File: src/rtl/match_scorer.sv
// match_scorer: two-player match score keeper with latched target, serve tracking and winner detection
//
// Ports:
//   clk           system clock, all state changes on posedge
//   rst           asynchronous active-high reset
//   target_score  requested match length, sampled and clamped only when start is seen
//   start         single-cycle pulse that begins (or restarts) a match
//   p1_point      single-cycle pulse, player 1 won a rally
//   p2_point      single-cycle pulse, player 2 won a rally
//   p1_score      player 1 points (registered)
//   p2_score      player 2 points (registered)
//   active_target target latched at start, clamped to [MIN_TARGET, MAX_TARGET]
//   playing       high while a match is in progress
//   game_over     high once a winner has been declared
//   winner        00 none, 01 player 1, 10 player 2
//   win_pulse     one-cycle strobe on the edge a winner is declared
//   serve_side    0 = player 1 serves, 1 = player 2 serves
//
// Build option: define WIN_BY_TWO_EN to require a two-point lead (deuce rule);
// scores may then run past the target and saturate at all-ones.
module match_scorer #(
   parameter int SCORE_W    = 6,
   parameter int MAX_TARGET = 20,
   parameter int MIN_TARGET = 1
) (
   input  logic               clk,
   input  logic               rst,
   input  logic [SCORE_W-1:0] target_score,
   input  logic               start,
   input  logic               p1_point,
   input  logic               p2_point,
   output logic [SCORE_W-1:0] p1_score,
   output logic [SCORE_W-1:0] p2_score,
   output logic [SCORE_W-1:0] active_target,
   output logic               playing,
   output logic               game_over,
   output logic [1:0]         winner,
   output logic               win_pulse,
   output logic               serve_side
);
   localparam logic [1:0] S_IDLE = 2'd0;
   localparam logic [1:0] S_PLAY = 2'd1;
   localparam logic [1:0] S_OVER = 2'd2;
   localparam logic [SCORE_W-1:0] SAT   = '1;
   localparam logic [SCORE_W-1:0] MIN_T = SCORE_W'(MIN_TARGET);
   localparam logic [SCORE_W-1:0] MAX_T = SCORE_W'(MAX_TARGET);
   logic [1:0]         r_state;
   logic [SCORE_W-1:0] r_p1;
   logic [SCORE_W-1:0] r_p2;
   logic [SCORE_W-1:0] r_target;
   logic [1:0]         r_winner;
   logic               r_win_pulse;
   logic               r_serve;
   logic [SCORE_W-1:0] w_clamped;
   logic [SCORE_W-1:0] w_p1_inc;
   logic [SCORE_W-1:0] w_p2_inc;
   logic               w_p1_only;
   logic               w_p2_only;
   logic               w_p1_win;
   logic               w_p2_win;
   assign w_clamped = (target_score < MIN_T) ? MIN_T : (target_score > MAX_T) ? MAX_T : target_score;
   // Simultaneous pulses are a let: neither "only" strobe fires.
   assign w_p1_only = (r_state == S_PLAY) && p1_point && !p2_point;
   assign w_p2_only = (r_state == S_PLAY) && p2_point && !p1_point;
   assign w_p1_inc  = (r_p1 == SAT) ? SAT : r_p1 + SCORE_W'(1);
   assign w_p2_inc  = (r_p2 == SAT) ? SAT : r_p2 + SCORE_W'(1);
`ifdef WIN_BY_TWO_EN
   // Lead compares are one bit wider so opponent+2 cannot wrap.
   logic w_both_sat;
   assign w_both_sat = (r_p1 == SAT) && (r_p2 == SAT);
   assign w_p1_win = w_both_sat ||
                     ((w_p1_inc >= r_target) && ({1'b0, w_p1_inc} >= {1'b0, r_p2} + (SCORE_W+1)'(2)));
   assign w_p2_win = w_both_sat ||
                     ((w_p2_inc >= r_target) && ({1'b0, w_p2_inc} >= {1'b0, r_p1} + (SCORE_W+1)'(2)));
`else
   assign w_p1_win = w_p1_inc >= r_target;
   assign w_p2_win = w_p2_inc >= r_target;
`endif
   always_ff @(posedge clk or posedge rst) begin
      if (rst) begin
         r_state     <= S_IDLE;
         r_p1        <= '0;
         r_p2        <= '0;
         r_target    <= MIN_T;
         r_winner    <= 2'b00;
         r_win_pulse <= 1'b0;
         r_serve     <= 1'b0;
      end else if (start) begin
         r_state     <= S_PLAY;
         r_p1        <= '0;
         r_p2        <= '0;
         r_target    <= w_clamped;
         r_winner    <= 2'b00;
         r_win_pulse <= 1'b0;
         r_serve     <= 1'b0;
      end else begin
         r_win_pulse <= 1'b0;
         if (w_p1_only) begin
            r_p1    <= w_p1_inc;
            r_serve <= 1'b1;
            if (w_p1_win) begin
               r_state     <= S_OVER;
               r_winner    <= 2'b01;
               r_win_pulse <= 1'b1;
            end
         end else if (w_p2_only) begin
            r_p2    <= w_p2_inc;
            r_serve <= 1'b0;
            if (w_p2_win) begin
               r_state     <= S_OVER;
               r_winner    <= 2'b10;
               r_win_pulse <= 1'b1;
            end
         end
      end
   end
   assign p1_score      = r_p1;
   assign p2_score      = r_p2;
   assign active_target = r_target;
   assign playing       = r_state == S_PLAY;
   assign game_over     = r_state == S_OVER;
   assign winner        = r_winner;
   assign win_pulse     = r_win_pulse;
   assign serve_side    = r_serve;
endmodule

File: config.mk
export PLATFORM = sky130hd
export DESIGN_NAME = match_scorer
export DESIGN_NICKNAME = d
export VERILOG_FILES = /design/src/rtl/match_scorer.sv
export SDC_FILE = /design/constraint.sdc
export NUM_CORES = 1
export LEC_CHECK = 0
export BUFFER_PORTS_ARGS = -buffer_cell sky130_fd_sc_hd__buf_2
export CORE_AREA = 2 2 80 82
export DETAILED_ROUTE_END_ITERATION = 8
export DIE_AREA = 0 0 82 84
export PLACE_DENSITY = 0.41
export SLEW_MARGIN = 20
export SYNTH_ARGS = -nofsm -noshare
export SYNTH_HDL_FRONTEND = slang
export SYNTH_SLANG_ARGS = --single-unit
File: constraint.sdc
create_clock -name clk -period 2.1 [get_ports clk]
set_input_delay 0.21 -clock clk [delete_from_list [all_inputs] [get_ports clk]]
set_output_delay 0.21 -clock clk [all_outputs]
set_load 0.005 [all_outputs]
==> impl_metrics.json <==
{
  "htreeDepth": 1,
  "grt_max_degree": 25,
  "grt.total_usage": 0.115,
  "hold_path.class": "input port to flip-flop",
  "hold_ws_ps": 225,
  "ant_nets": 0,
  "clk_latency_ps": 270,
  "switching_share": 0.261,
  "critPathKind": "flip-flop to flip-flop",
  "pwr-share-seq": 0.505,
  "required_ps": 2260,
  "start_util": 0.242,
  "first_global_vias": 1349,
  "core-area_mm2": 0.00610,
  "clock_skew_ps": 2.49,
  "yosys_warnings": 0,
  "via_per_inst": 4.59,
  "synth-seq-cells": 24,
  "fp.dieW_um": 82,
  "wire_per_inst_um": 12.8,
  "synth_xor_area_frac": 0.00595,
  "grt_pass1_wl_um": 6320,
  "place_hpwl_um": 2850,
  "root_buffer": "clkbuf_8",
  "p_leak_nw": 1.02,
  "antenna-diode-count": 0,
  "final_core_util": 0.346,
  "finalHoldViolCount": 0,
  "synth_nets": 185,
  "synth-compound-area-share": 0.184,
  "fmax_mhz": 452,
  "drt_first_iter_violations": 39,
  "syn_to_final_growth_pct": 43.2,
  "grt-ovfl-total": 0,
  "hp-start": "target_score[3]",
  "slew_headroom": 0.720,
  "row_count": 29,
  "rsz0062_at_grt": "yes",
  "ys_seq_area_frac": 0.409,
  "min_period_ps": 2210,
  "dieArea_mm2": 0.00689,
  "vdd_drop_max_mv": 0.417,
  "p_int_mw": 0.724,
  "power.share.combinational": 0.169,
  "cts_tree": "done",
  "cts_sinks": 24,
  "clk_pin_slew_ps": 90,
  "syn-cell-area_mm2": 0.00147,
  "die_h_um": 84,
  "min_path_cells": 3,
  "syn_inst": 160,
  "port_buffers": 34,
  "numCtsBuffers": 3,
  "drc": 0,
  "cp-end-kind": "flip-flop",
  "ys_types": 38,
  "wl_um": 3760,
  "synth-simple-area-share": 0.218,
  "critPathLaunchType": "flip-flop",
  "drive_gt1_frac": 0.415,
  "power-per-cell-area_mw_per_mm2": 465,
  "muxShareOfSynthArea": 0.0289,
  "antenna_found_initial": 0,
  "drt_first_pass_iters": 4,
  "setup_ws_ps": -114,
  "period_share": 1.05,
  "ioPinCount": 35,
  "r2r_cells": 9,
  "pwr-share-clk": 0.326,
  "tightest_slew_ps": 420,
  "drv_slew": 0,
  "synthAdderAreaFrac": 0.119,
  "crit_fanout": 4,
  "num_vias": 1349,
  "synth.avg_cell_area_um2": 9.20,
  "final_common_cell": "buf_2",
  "synth_top_family_by_area": "simple AND/OR/NAND/NOR gates",
  "worst_ep_arrival_time_ps": 2380,
  "cts_max_path_buffers": 2,
  "violations": "setup timing",
  "outcome": "complete, but fails checks",
  "max_cap_violations": 0,
  "ff2ff_setup_slack_ps": -110,
  "setup-violations-final": 5,
  "finalWeightedCongestion": 0.748,
  "finalNetCount": 243,
  "total_switching_power_mw": 0.256,
  "mostFrequentLayoutCells": "34 x buf_2, 23 x dfrtp_1, 21 x buf_4",
  "r2r_start": "p2_score[1]",
  "worstSetupStartpoint": "p2_score[1]"
}
-- sequential cells by signal (all words and copies together) (netlist names) --
register / flops
active_target: 6
p1_score: 6
p2_score: 6
r_state: 2
winner: 2
serve_side: 1
win_pulse: 1
-- power groups by stage --
stage	clock (mW)	combinational [mW]	sequential [mW]
final	0.320	0.165	0.495
after global routing	0.355	0.188	0.499
after CTS	0.343	0.158	0.495
after detailed placement	0	0.150	0.504
after global placement	0	0.151	0.504
after floorplan	0	0.0854	0.504
-- worst max-delay path, stage by stage (launching register included) --
cell and delay [ps]:
dfrtp_1 390, ha_2 190, and2_4 160, nand2b_4 130, mux2_4 270, ha_4 280
nand4_1 150, o31ai_4 220, o22ai_2 140, a21o_1 180
-- worst paths after layout --
path | endpoint
max in group asynchronous | active_target[0]
setup reg to reg | r_state[0]
hold reg to reg | winner[1]
setup / recovery | r_state[0]
min in group asynchronous | p1_score[5]
hold / removal | active_target[3]
-- layout make-up --
type	instances	area [um2]
Fill cell	646	3990
Tap cell	77	96.3
Inverter	10	37.5
Multi-Input combinational cell	123	981
Clock buffer	4	55.1
Sequential cell	24	602
Timing Repair Buffer	56	338
-- what timing repair did --
item | CTS | global route
endpoints found under the hold margin | 23 | 0
hold buffers | 1 | 0
resized for setup | 11 | 6
buffers inserted | 1 | 1
setup endpoints to repair | 5 | 5
pin swaps | 9 | 3
-- synth_stat cells, drive strengths merged --
master,n,share of area
mux2i,2,0.014
inv,10,0.025
or2,1,0.0043
nand4b,1,0.0059
a41o,1,0.0068
clkbuf,1,0.0025
a31o,1,0.0059
nor4,1,0.0043
nand2,12,0.031
nand4,3,0.013
and2b,1,0.0051
nand3,7,0.024
nand2b,6,0.025
dfstp,1,0.018
a21oi,15,0.051
nor3,1,0.0034
dfrtp,23,0.39
o31ai,1,0.0085
mux2,2,0.015
a311oi,1,0.0059
nor2,20,0.056
o22ai,2,0.013
o2bb2ai,1,0.0059
a31oi,1,0.0043
a211oi,1,0.0051
nor2b,4,0.017
buf,2,0.0068
o21ai,10,0.034
a21o,2,0.010
o21a,2,0.010
a22o,4,0.024
ha,14,0.12
and4bb,2,0.017
xor2,1,0.0059
and2,3,0.013
-- cell families after synthesis --
logic type	count (synthesis)
AO/OA/AOI/OAI	42
buffers and inverters	13
flip-flops	24
multiplexers	4
XOR/XNOR	1
AND/OR/NAND/NOR	62
adder cells (fa/ha/maj)	14
-- per-stage QoR --
stage	setup WS [ps]	TNS [ps]	instances	power [mW]	instance area (um2)
global placement	-131	-510	287	0.655	1930
global route	-229	-1020	294	1.04	2110
detailed placement	-164	-610	287	0.654	1930
floorplan	-89.5	-191	160	0.589	1540
finish	-114	-342	294	0.980	2110
CTS	-104	-382	293	0.997	2050
-- routing by layer --
metal | track usage | wire, um | vias up
met5 | 0 | 0 | -
met2 | 0.197 | 1850 | 19
met4 | 0.0136 | 17 | 0
met3 | 0.0238 | 107 | 2
li1 | - | - | 687
met1 | 0.152 | 1780 | 641
Power figures use the tool's default switching activity.
